`src/rtl/hazard_scoreboard.sv`:
```
// hazard_scoreboard
//   Tracks the destination registers in flight in EXE, MEM and WB, feeds the
//   forwarding unit with per-stage dest/write-back info, and raises
//   hazard_stall when a read-after-write hazard cannot be forwarded.
// Ports
//   clk, rst              rising-edge clock, asynchronous active-low reset
//   id_*                  decoded ID-stage instruction (sources, dest, wb, load)
//   enable_forward_unit   1 = forwarding available, 0 = stall on any RAW hit
//   freeze                memory wait; whole pipeline (and counter) holds
//   flush                 squash the instruction entering EXE
//   hazard_stall          combinational stall request to PC and IF/ID
//   {exe,mem,wb}_reg_*    registered per-stage destination and write enable
//   stall_count           saturating count of stalled, non-frozen cycles
module hazard_scoreboard #(
  parameter int unsigned REG_AW = 5,
  parameter int unsigned CNT_W  = 16
) (
  input  logic              clk,
  input  logic              rst,
  input  logic              id_valid,
  input  logic [REG_AW-1:0] id_src1,
  input  logic [REG_AW-1:0] id_src2,
  input  logic              id_two_src,
  input  logic [REG_AW-1:0] id_reg_dest,
  input  logic              id_wb_en,
  input  logic              id_mem_read,
  input  logic              enable_forward_unit,
  input  logic              freeze,
  input  logic              flush,
  output logic              hazard_stall,
  output logic [REG_AW-1:0] exe_reg_dest,
  output logic              exe_reg_wb,
  output logic [REG_AW-1:0] mem_reg_dest,
  output logic              mem_reg_wb,
  output logic [REG_AW-1:0] wb_reg_dest,
  output logic              wb_reg_wb,
  output logic [CNT_W-1:0]  stall_count
);

  // EXE entry keeps the load flag for load-use detection.
  typedef struct packed {
    logic              valid;
    logic [REG_AW-1:0] dest;
    logic              wb;
    logic              mem_read;
  } exe_entry_t;

  // Past EXE the load flag no longer influences any decision, so it is dropped.
  typedef struct packed {
    logic              valid;
    logic [REG_AW-1:0] dest;
    logic              wb;
  } late_entry_t;

  exe_entry_t       exe_q;
  late_entry_t      mem_q;
  late_entry_t      wb_q;
  logic [CNT_W-1:0] stall_cnt_q;

  logic exe_wr;
  logic mem_wr;
  logic wb_wr;
  logic src1_live;
  logic src2_live;
  logic hit_exe;
  logic hit_mem;

  // Per-stage "real register write" and RAW match against the ID sources.
  always_comb begin
    exe_wr       = 1'b0;
    mem_wr       = 1'b0;
    wb_wr        = 1'b0;
    src1_live    = 1'b0;
    src2_live    = 1'b0;
    hit_exe      = 1'b0;
    hit_mem      = 1'b0;
    hazard_stall = 1'b0;

    // Writes to $0 are discarded by the register file, so they never count.
    exe_wr = exe_q.valid & exe_q.wb & (exe_q.dest != '0);
    mem_wr = mem_q.valid & mem_q.wb & (mem_q.dest != '0);
    wb_wr  = wb_q.valid  & wb_q.wb  & (wb_q.dest  != '0);

    src1_live = (id_src1 != '0);
    src2_live = id_two_src & (id_src2 != '0);

    hit_exe = exe_wr & ((src1_live & (id_src1 == exe_q.dest)) |
                        (src2_live & (id_src2 == exe_q.dest)));
    hit_mem = mem_wr & ((src1_live & (id_src1 == mem_q.dest)) |
                        (src2_live & (id_src2 == mem_q.dest)));

    // WB is never a hazard: the register file writes before it is read.
    if (id_valid) begin
      if (enable_forward_unit) begin
        hazard_stall = hit_exe & exe_q.mem_read;
      end else begin
        hazard_stall = hit_exe | hit_mem;
      end
    end
  end

  // Pipeline advance: freeze holds everything, stall/flush inject one bubble.
  always_ff @(posedge clk or negedge rst) begin
    if (!rst) begin
      exe_q       <= '0;
      mem_q       <= '0;
      wb_q        <= '0;
      stall_cnt_q <= '0;
    end else if (!freeze) begin
      if (flush || hazard_stall) begin
        exe_q <= '0;
      end else begin
        exe_q <= '{valid:    id_valid,
                   dest:     id_reg_dest,
                   wb:       id_wb_en,
                   mem_read: id_mem_read};
      end
      mem_q <= '{valid: exe_q.valid, dest: exe_q.dest, wb: exe_q.wb};
      wb_q  <= mem_q;
      if (hazard_stall && (stall_cnt_q != '1)) begin
        stall_cnt_q <= stall_cnt_q + CNT_W'(1);
      end
    end
  end

  assign exe_reg_dest = exe_q.dest;
  assign exe_reg_wb   = exe_wr;
  assign mem_reg_dest = mem_q.dest;
  assign mem_reg_wb   = mem_wr;
  assign wb_reg_dest  = wb_q.dest;
  assign wb_reg_wb    = wb_wr;
  assign stall_count  = stall_cnt_q;

endmodule

```
`config.mk`:
```
export PLATFORM = sky130hd
export DESIGN_NAME = hazard_scoreboard
export DESIGN_NICKNAME = d
export VERILOG_FILES = /design/src/rtl/hazard_scoreboard.sv
export SDC_FILE = /design/constraint.sdc
export NUM_CORES = 1
export LEC_CHECK = 0
export BUFFER_PORTS_ARGS = -buffer_cell sky130_fd_sc_hd__buf_2
export CAP_MARGIN = 20
export CORE_MARGIN = 10
export CORE_UTILIZATION = 50
export DETAILED_ROUTE_END_ITERATION = 12
export GPL_TIMING_DRIVEN = 0
export HOLD_SLACK_MARGIN = 0.06
export PLACE_DENSITY = 0.77
export SLEW_MARGIN = 20
export SYNTH_ARGS = -nofsm -noshare
export SYNTH_HDL_FRONTEND = slang
export SYNTH_SLANG_ARGS = --single-unit
```
`constraint.sdc`:
```
create_clock -name clk -period 4.96 [get_ports clk]
set_input_delay 0.248 -clock clk [delete_from_list [all_inputs] [get_ports clk]]
set_output_delay 0.248 -clock clk [all_outputs]
set_load 0.02 [all_outputs]
```
Yosys cells after proc, flatten, opt, wreduce, memory -nomap -nowiden
Cells that the tools add are included.

Register bits: 38. Input bits: 24. Output and inout port bits: 35. Word-level logic and storage cells: 46.

$add $sub $neg: 1. Equality and inequality tests: 5. Multiplexer cells: 3. Bitwise logic cells: 18. Reductions and logical operators: 8.

Operator list (number): 5-bit nonzero test (5); 5-bit equality test (4); 16-bit by 1-bit adder with 16-bit output (second input constant) (1); 16-bit inequality test (second input constant) (1); 1-bit bitwise AND (14); 8-bit two-way mux (1); 1-bit bitwise OR (3); 1-bit two-way mux (2); 2-bit AND reduction (1); 1-bit logical AND (1); 1-bit logical OR (1); 1-bit NOT (1).

Longest topological paths before layout
Gate-level depths: netlist (run 1).

Depth after elaboration: 10. Mapped depth: 9. Mapped depth without buffers: 8.

Worst setup path before layout (run 1)
OpenSTA, ideal clock, no wires.

Path kind: register to register. Start point: reg exe_q (netlist bit exe_reg_dest[0]). End point: reg exe_q (netlist bit exe_reg_dest[0]). Setup time: 0.064 ns. Arrival: 2.010 ns. Required time: 4.896 ns. Path slack: 2.886 ns. Stages on the path, launching flop included: 8. Path buffers: 0. Cell sequence: dfrtp_1 > or3_1 > o311a_1 > a21boi_4 > o21ai_2 > a21boi_1 > nor3_4 > a22o_2.

Elaborated cells on any way between the ends: 14. Those cells by class: 2 x eq/ne; 3 x mux; 7 x bitwise; 2 x reduce/logical.

RTL lines: start, declared (RTL line 55) `exe_entry_t exe_q;`; start signal, assigned (RTL line 113) `exe_q <= '{valid: id_valid,`; 5-bit nonzero test (*) (RTL line 80) `exe_wr = exe_q.valid & exe_q.wb & (exe_q.dest != '0);`; 1-bit bitwise AND (*) (RTL line 80); named net exe_reg_wb (RTL line 32) `output logic exe_reg_wb,`; 1-bit bitwise AND (*) (RTL line 87) `hit_exe = exe_wr & ((src1_live & (id_src1 == exe_q.dest)) |`; 1-bit bitwise OR / 1-bit bitwise AND (equally long branches) (RTL line 97, 95); 1-bit two-way mux (*) (RTL line 94) `if (enable_forward_unit) begin`; 1-bit two-way mux (*) (RTL line 93) `if (id_valid) begin`; named net hazard_stall (RTL line 30) `output logic hazard_stall,`; 1-bit logical OR (*) (RTL line 110) `if (flush || hazard_stall) begin`; 8-bit two-way mux (*) (RTL line 110).

The timed path passes the listed nets; every way through them passes the cells marked *. A chain may end at the register's enable or synchronous reset.

Worst setup path in the final report (run 1)
Start point: reg exe_q (netlist bit exe_reg_dest[4]). End point: out hazard_stall.

Longest elaborated chain between the ends: 7. Elaborated cells on any way between the ends: 12. Those cells by class: 2 x eq/ne; 2 x mux; 7 x bitwise; 1 x reduce/logical.

RTL lines (RTL line): 5-bit equality test (on tied branches) (87, 88); 1-bit bitwise AND (on tied branches) (87, 88); 1-bit bitwise OR (87); 1-bit bitwise AND (*) (87); 1-bit bitwise OR / 1-bit bitwise AND (equally long branches) (97, 95); 1-bit two-way mux (*) (94); 1-bit two-way mux (*) (93); end, declared (30).

Every way passes the cells marked *; elsewhere a longest branch is shown, timed or not.

==> results of run 1 <==
==> cell families after synthesis <==
family,Yosys count,synth area share [%]
AND/OR/NAND/NOR,47,13.2
flip-flops,38,47.0
XOR/XNOR,35,15.2
buffers and inverters,22,7.61
AO/OA/AOI/OAI,18,8.04
multiplexers,15,8.35
adder cells (fa/ha/maj),1,0.618
==> final cells by class <==
| class | count | area share, % |
|---|---|---|
| clock buffers | 6 | 3.35 |
| well taps | 50 | 2.54 |
| clock inverters | 2 | 0.507 |
| flip-flops and latches | 38 | 38.6 |
| multi-input cells | 116 | 37.2 |
| plain buffers | 19 | 5.78 |
| inverters | 3 | 0.457 |
| repair buffers | 57 | 11.6 |
==> report_power, final <==
part / leakage [nW] / internal (mW) / switching (mW)
sequential: 0.510 / 0.330 / 0.0249
clock: 0.0472 / 0.112 / 0.106
combinational: 0.689 / 0.0675 / 0.0621
==> sequential cells by signal, indices dropped and copies added (netlist names) <==
| register | count |
|---|---|
| mem_reg_dest | 5 |
| wb_q | 2 |
| mem_q | 2 |
| stall_count | 16 |
| exe_q | 3 |
| exe_reg_dest | 5 |
| wb_reg_dest | 5 |
==> cells in the mapped netlist (all sizes together), types with 4 or more instances <==
cell	instances	share of area, %
a22o	7	3.1
dfrtp	38	47
nand3	10	2.5
xnor2	26	11
buf	17	6.7
nand4	7	2.2
nor4	4	1.2
xor2	9	3.9
nor2	6	1.1
mux2	15	8.3
nand2	8	1.6
==> metal layers <==
metal	vias up	share of wire, %	GRT usage [%]
li1	744	-	-
met5	-	0	0
met2	48	46	20.1
met4	0	0.37	3.20
met1	734	47	16.7
met3	2	6.8	4.00
==> final timing paths <==
path / end / cells after the start
hold / removal: wb_reg_dest[0]$_DFFE_PN0N_ / 1
max in group asynchronous: stall_count[14]$_DFFE_PN0P_ / 1
hold reg to reg: stall_count[10]$_DFFE_PN0P_ / 1
setup reg to reg: stall_count[13]$_DFFE_PN0P_ / 8
setup / recovery: hazard_stall / 6
min in group clk: exe_reg_dest[2]$_DFFE_PN0N_ / 2
==> metrics by stage <==
stage / instances / worst slack (ps) / hold slack (ps)
after global routing: 291 / 2320 / 117
after global placement: 283 / 2770 / 393
after CTS: 291 / 2520 / 85.5
final: 291 / 2500 / 67.4
after floorplan: 176 / 2890 / -47.6
after detailed placement: 283 / 2750 / 390
==> qor.csv, run 1 <==
metric,value,unit
ant_nets,0,
final_common_cell,buf_2,
total_power,0.701,mW
worstPathMaxFanout,6,
grt_pass1_wl,7750,um
gr-total-overflow,0,
wl,4550,um
relSlewSlack,43.9,%
dp_hpwl,3500,um
netlist_instances,176,
ir_drop,0.000198,V
fin_crit_sh,49.6,%
synthFlopType,dfrtp_1,
cts.sinks,38,
post_drt_wl_per_cell,15.6,um
final_cell_mix,"57 x buf_2, 38 x dfrtp_1, 26 x xnor2_1",
areaGrowthSynthToFinish,21.9,%
ys_types,31,
grt_start_max_net_pins,39,
netlist_area,2020,um^2
drt_iter0_drc,63,
maxCapViolCount,0,
rsz0062_at_grt,false,
synthArstFlopShare,100,%
holdBufCountCts,0,
diodes,0,
synth_seq_cells,38,
synth_edf_count,0,
rrSetupSlack,2750,ps
die-area,6990,um^2
fill_cells,346,
crit_start,exe_reg_dest[4]$_DFFE_PN0N_,
path_cells,"xnor2_1, nand3_1, nor4_1, o21ai_2, a21boi_1, buf_2",
setup_tns,0,ps
cp_num_buf_inv,1,
yosysSeqAreaShare,47.0,%
grt_use_total,12.9,%
startpoint_type,register,
fp.dieH,83.6,um
htreeDepth,2,
utilization,62.1,%
cp_top_family,simple AND/OR/NAND/NOR gates,
syn_avg_cell_area,11.5,um^2
viasPerCell,5.25,
r2r-start,exe_reg_dest[4]$_DFFE_PN0N_,
initial_utilization,50.9,%
finalInstanceArea,2470,um^2
cts_made_buffers,5,
dr.pass1.iters,4,
timing.final.crit_period,2460,ps
status,completed,
core,3970,um^2
p_per_area,284,nW/um^2
clock_latency,280,ps
die-width,83.6,um
crit_type,register to output port,
grt_antenna_before_repair,0,
clock.fmax,0.407,GHz
worstMarginPinSlew,842,ps
cts_resized,0,
place_area,2370,um^2
crit_path_end_kind,output port,
area.sequential,951,um^2
leakage,1.25,nW
setup_viol,0,
tritoncts,yes,
cts_buffer_depth,2,
clkTransAtPathRegs,80,ps
row_count,23,
hold_viol,0,
fin_skew,7.30,ps
yosys_warnings,0,
cp.arrival,2210,ps
clock-root-buffer,clkbuf_8,
ios,59,
drc_errors,0,
slew_viol_final,0,
grt_pass1_vias,1610,
multi_input_area,918,um^2
post_cts_buffers,0,
crit_slowest_cell,nor4_1,
drive_above_1_share,42.7,%
portBuffers,57,
place.gp.congestion,0.791,
via_count,1528,
slowest_delay,500,ps
cp_data_required_time,4710,ps
min_path_type,input port to asynchronous set/reset pin,
layout.nets,265,
syn-num-nets,201,
No activity file was read; power rests on OpenSTA's default activity.
==> run 2, diff against run 1 <==
- CORE_UTILIZATION: 50 -> 46
- PLACE_DENSITY: 0.77 -> 0.75
- clock period: 4.96 -> 2.1 ns (I/O delays scaled with it)
==> qor.csv, run 2 (synthesis gave the netlist of run 1 again) <==
metric,value,unit,change
status,completed,,unchanged
dp_hpwl,3700,um,was 3500 um
final_common_cell,buf_2,,unchanged
clock_latency,300,ps,was 280 ps
dr.pass1.iters,4,,unchanged
setup_viol,0,,unchanged
layout.nets,287,,was 265
grt_start_max_net_pins,39,,unchanged
via_count,1643,,was 1528
initial_utilization,47.1,%,was 50.9%
final_cell_mix,"56 x buf_2, 33 x dfrtp_1, 28 x buf_4",,"was 57 x buf_2, 38 x dfrtp_1, 26 x xnor2_1"
rsz0062_at_grt,true,,was false
hold_viol,0,,unchanged
crit_type,register to register,,was register to output port
viasPerCell,5.22,,was 5.25
tritoncts,yes,,unchanged
leakage,1.37,nW,was 1.25 nW
p_per_area,660,nW/um^2,was 284 nW/um^2
gr-total-overflow,0,,unchanged
worstMarginPinSlew,834,ps,was 842 ps
wl,5260,um,was 4550 um
min_path_type,input port to register,,was input port to asynchronous set/reset pin
drt_iter0_drc,67,,was 63
clkTransAtPathRegs,80,ps,about the same
ant_nets,0,,unchanged
hold_ws,96.1,ps,was 67.4 ps
portBuffers,57,,unchanged
place.gp.congestion,0.855,,was 0.791
utilization,64.2,%,was 62.1%
htreeDepth,2,,unchanged
cp.arrival,2320,ps,was 2210 ps
startpoint_type,register,,unchanged
grt_pass1_wl,8550,um,was 7750 um
crit_path_end_kind,register,,was output port
die-area,7450,um^2,was 6990 um^2
row_count,24,,was 23
die-width,86.3,um,was 83.6 um
fp.dieH,86.3,um,was 83.6 um
maxCapViolCount,0,,unchanged
core,4290,um^2,was 3970 um^2
clock-root-buffer,clkbuf_8,,unchanged
diodes,0,,unchanged
relSlewSlack,44.4,%,was 43.9%
areaGrowthSynthToFinish,36.2,%,was 21.9%
drive_above_1_share,51.3,%,was 42.7%
worstPathMaxFanout,7,,was 6
ios,59,,unchanged
grt_use_total,14.1,%,was 12.9%
cts_buffer_depth,2,,unchanged
cts.sinks,38,,unchanged
grt_antenna_before_repair,0,,unchanged
cp_data_required_time,2330,ps,was 4710 ps
drc_errors,0,,unchanged
ir_drop,0.000489,V,was 0.000198 V
cts_made_buffers,5,,unchanged
fin_skew,5.59,ps,was 7.30 ps
grt_pass1_vias,1793,,was 1610
timing.final.crit_period,2090,ps,
fill_cells,355,,was 346
slew_viol_final,0,,unchanged
clock.fmax,0.479,GHz,
fin_crit_sh,99.3,%,
largest_register_ffs,16,,unchanged
post_drt_wl_per_cell,16.7,um,was 15.6 um
-- run 2: timing repair --
action,in CTS,in global routing
resized for setup,11,12
setup endpoints to repair,20,24
buffers inserted,13,0
pin swaps,4,8
endpoints found under the hold margin,45,0
cloned,1,0
hold buffers,8,0
-- run 2: final cells by class --
| cell class | instances | area, um^2 | area share (%) |
|---|---|---|---|
| multi-input cells | 116 | 991 | 36.0 |
| flip-flops and latches | 38 | 957 | 34.7 |
| repair buffers | 79 | 480 | 17.4 |
| plain buffers | 19 | 143 | 5.17 |
| clock buffers | 5 | 68.8 | 2.50 |
| well taps | 52 | 65.1 | 2.36 |
| clock inverters | 3 | 40.0 | 1.45 |
| inverters | 3 | 11.3 | 0.409 |
-- run 2: routing by layer --
metal | up-vias | global-route usage (%) | wire length [um]
li1 | 789 | - | -
met1 | 795 | 16.1 | 2250
met2 | 51 | 22.8 | 2520
met3 | 8 | 5.53 | 409
met4 | 0 | 6.33 | 76
met5 | - | 0 | 0
-- run 2: metrics by stage --
step                total power [mW]  area (um^2)  setup slack (ps)  cells  setup TNS (ps)
floorplan                       1.05         2020              26.2    176               0
global placement                1.16         2370             -41.9    285            -379
detailed placement              1.17         2370              -118    285           -1070
CTS                             1.82         2700             -15.8    315           -15.8
global route                    1.91         2760              -109    315           -1180
finish                          1.82         2760              14.2    315               0
-- run 2: path summary, 6_finish.rpt --
check | start | endpoint | slack [ps] | depth (start not counted)
hold / removal | id_valid | exe_q[7]$_DFFE_PN0N_ | 100 | 3
setup / recovery | mem_reg_dest[1]$_DFFE_PN0N_ | exe_q[0]$_DFFE_PN0N_ | 10 | 7
hold reg to reg | stall_count[14]$_DFFE_PN0P_ | stall_count[14]$_DFFE_PN0P_ | 490 | 1
min in group asynchronous | rst | mem_reg_dest[1]$_DFFE_PN0N_ | 460 | 2
max in group asynchronous | rst | exe_reg_dest[1]$_DFFE_PN0N_ | 1050 | 2
setup reg to reg | mem_reg_dest[1]$_DFFE_PN0N_ | exe_q[0]$_DFFE_PN0N_ | 10 | 7
-- run 2: report_power, final --
| part | switching, mW | leakage, nW | internal, mW |
|---|---|---|---|
| registers | 0.0555 | 0.503 | 0.780 |
| clock network | 0.261 | 0.0579 | 0.349 |
| logic | 0.177 | 0.809 | 0.197 |
-- run 2: critical path, stage by stage, from the launching register on --
cell and delay, ps:
dfrtp_2 420, or4_4 530, o211ai_1 280, nor2_2 90, o21ai_2 90, a21boi_2 110, nor3_4 320, a22o_1 190
==> run 3, diff against run 2 <==
- PLACE_DENSITY: 0.75 -> default
- PLACE_DENSITY_LB_ADDON: default -> 0.3
==> qor.csv, run 3 (synthesis gave the netlist of run 1 again) <==
metric,value,unit,change
status,finished with violations,,was completed
violations,negative setup slack,,
crit_path_end_kind,output port,,was register
initial_utilization,47.1,%,unchanged
clock_latency,290,ps,was 300 ps
place.gp.congestion,0.814,,was 0.855
dp_hpwl,3480,um,was 3700 um
startpoint_type,register,,unchanged
worstMarginPinSlew,816,ps,was 834 ps
rsz0062_at_grt,true,,unchanged
clock-root-buffer,clkbuf_8,,unchanged
setup_tns,-9.02,ps,was 0 ps
grt_pass1_wl,7870,um,was 8550 um
hold_viol,0,,unchanged
timing.final.crit_period,2110,ps,was 2090 ps
cts_made_buffers,5,,unchanged
post_drt_wl_per_cell,16.0,um,was 16.7 um
areaGrowthSynthToFinish,37.7,%,was 36.2%
final_cell_mix,"55 x buf_2, 34 x dfrtp_1, 24 x xnor2_1",,"was 56 x buf_2, 33 x dfrtp_1, 28 x buf_4"
diodes,0,,unchanged
grt_antenna_before_repair,0,,unchanged
fin_skew,6.50,ps,was 5.59 ps
slew_viol_final,0,,unchanged
setup_slack,-9.02,ps,was 14.2 ps
final_common_cell,buf_2,,unchanged
gr-total-overflow,0,,unchanged
row_count,24,,unchanged
drc_errors,0,,unchanged
worstPathMaxFanout,4,,was 7
viasPerCell,5.11,,was 5.22
htreeDepth,2,,unchanged
p_per_area,618,nW/um^2,was 660 nW/um^2
min_path_type,input port to register,,unchanged
ant_nets,0,,unchanged
ir_drop,0.000465,V,was 0.000489 V
drive_above_1_share,53.3,%,was 51.3%
layout.nets,283,,was 287
relSlewSlack,45.6,%,was 44.4%
core,4290,um^2,unchanged
largest_register_ffs,16,,unchanged
dr.pass1.iters,4,,unchanged
clkTransAtPathRegs,80,ps,about the same
fill_cells,332,,was 355
fp.dieH,86.3,um,unchanged
grt_pass1_vias,1580,,was 1793
cts.sinks,38,,unchanged
die-width,86.3,um,unchanged
portBuffers,57,,unchanged
tritoncts,yes,,unchanged
die-area,7450,um^2,unchanged
fin_crit_sh,100,%,was 99.3%
grt_start_max_net_pins,39,,unchanged
leakage,1.38,nW,was 1.37 nW
wl,4970,um,was 5260 um
ios,59,,unchanged
cts_buffer_depth,2,,unchanged
clock.fmax,0.474,GHz,was 0.479 GHz
via_count,1590,,was 1643
drt_iter0_drc,113,,was 67
total_power,1.72,mW,was 1.82 mW
maxCapViolCount,0,,unchanged
cp.arrival,2000,ps,was 2320 ps
setup_viol,1,,was 0
grt_use_total,12.9,%,was 14.1%
cp_data_required_time,2000,ps,was 2330 ps
crit_type,register to output port,,was register to register
==> run 3: power by group <==
| group | switching [mW] | total, mW | internal (mW) |
|---|---|---|---|
| logic | 0.176 | 0.372 | 0.196 |
| registers | 0.0563 | 0.837 | 0.780 |
| clock network | 0.248 | 0.512 | 0.265 |
| total | 0.480 | 1.72 | 1.24 |
==> run 3: area by class of cell <==
class | count | area, um^2 | share of cell area, %
tap | 52 | 65.1 | 2.34
clock inverter | 1 | 5.00 | 0.180
buffer | 19 | 143 | 5.12
timing repair buffer | 75 | 460 | 16.5
inverter | 3 | 11.3 | 0.404
clock buffer | 7 | 86.3 | 3.10
sequential | 38 | 956 | 34.3
multi-input combinational | 116 | 1060 | 38.0
==> run 3: critical path: stages, from the launching register on <==
cell,delay [ps]
dfrtp_2,440
or4_4,540
o211ai_1,280
nor2_2,100
o21ai_2,90
a21boi_2,110
buf_6,150
==> run 3: worst paths after layout <==
| check | startpoint | end | slack [ps] | depth (start not counted) |
|---|---|---|---|---|
| setup / recovery | mem_reg_dest[1]$_DFFE_PN0N_ | hazard_stall | -9 | 6 |
| setup reg to reg | mem_reg_dest[1]$_DFFE_PN0N_ | exe_reg_dest[0]$_DFFE_PN0N_ | 30 | 7 |
| max in group asynchronous | rst | mem_reg_dest[3]$_DFFE_PN0N_ | 1050 | 2 |
| hold / removal | freeze | wb_reg_dest[0]$_DFFE_PN0N_ | 120 | 2 |
| hold reg to reg | stall_count[6]$_DFFE_PN0P_ | stall_count[6]$_DFFE_PN0P_ | 490 | 1 |
| min in group asynchronous | rst | stall_count[2]$_DFFE_PN0P_ | 480 | 2 |
==> run 3: through the flow <==
stage	hold slack, ps	cells	worst slack [ps]	util, %	area (um^2)
6_report	118	311	-9.02	64.9	2790
5_1_grt	112	311	-76.9	64.9	2790
4_1_cts	94.4	308	0.765	61.3	2630
3_5_place_dp	254	285	-45.2	55.3	2370
3_3_place_gp	250	285	-44.7	55.3	2370
2_1_floorplan	-191	176	26.2	-	2020
==> run 3: routing by layer <==
metal	routed length (um)	GRT usage, %	vias to the layer above
li1	-	-	781
met1	2130	16.0	759
met2	2490	21.1	41
met3	281	3.66	9
met4	74	4.42	0
met5	0	0	-
==> run 3: timing repair <==
action / 4_1_cts / 5_1_grt
pin swaps: 2 / 16
setup endpoints to repair: 15 / 25
buffers inserted: 7 / 4
gates cloned: 0 / 1
endpoints found under the hold margin: 45 / 0
gates resized for setup: 11 / 28
hold buffers: 8 / 0
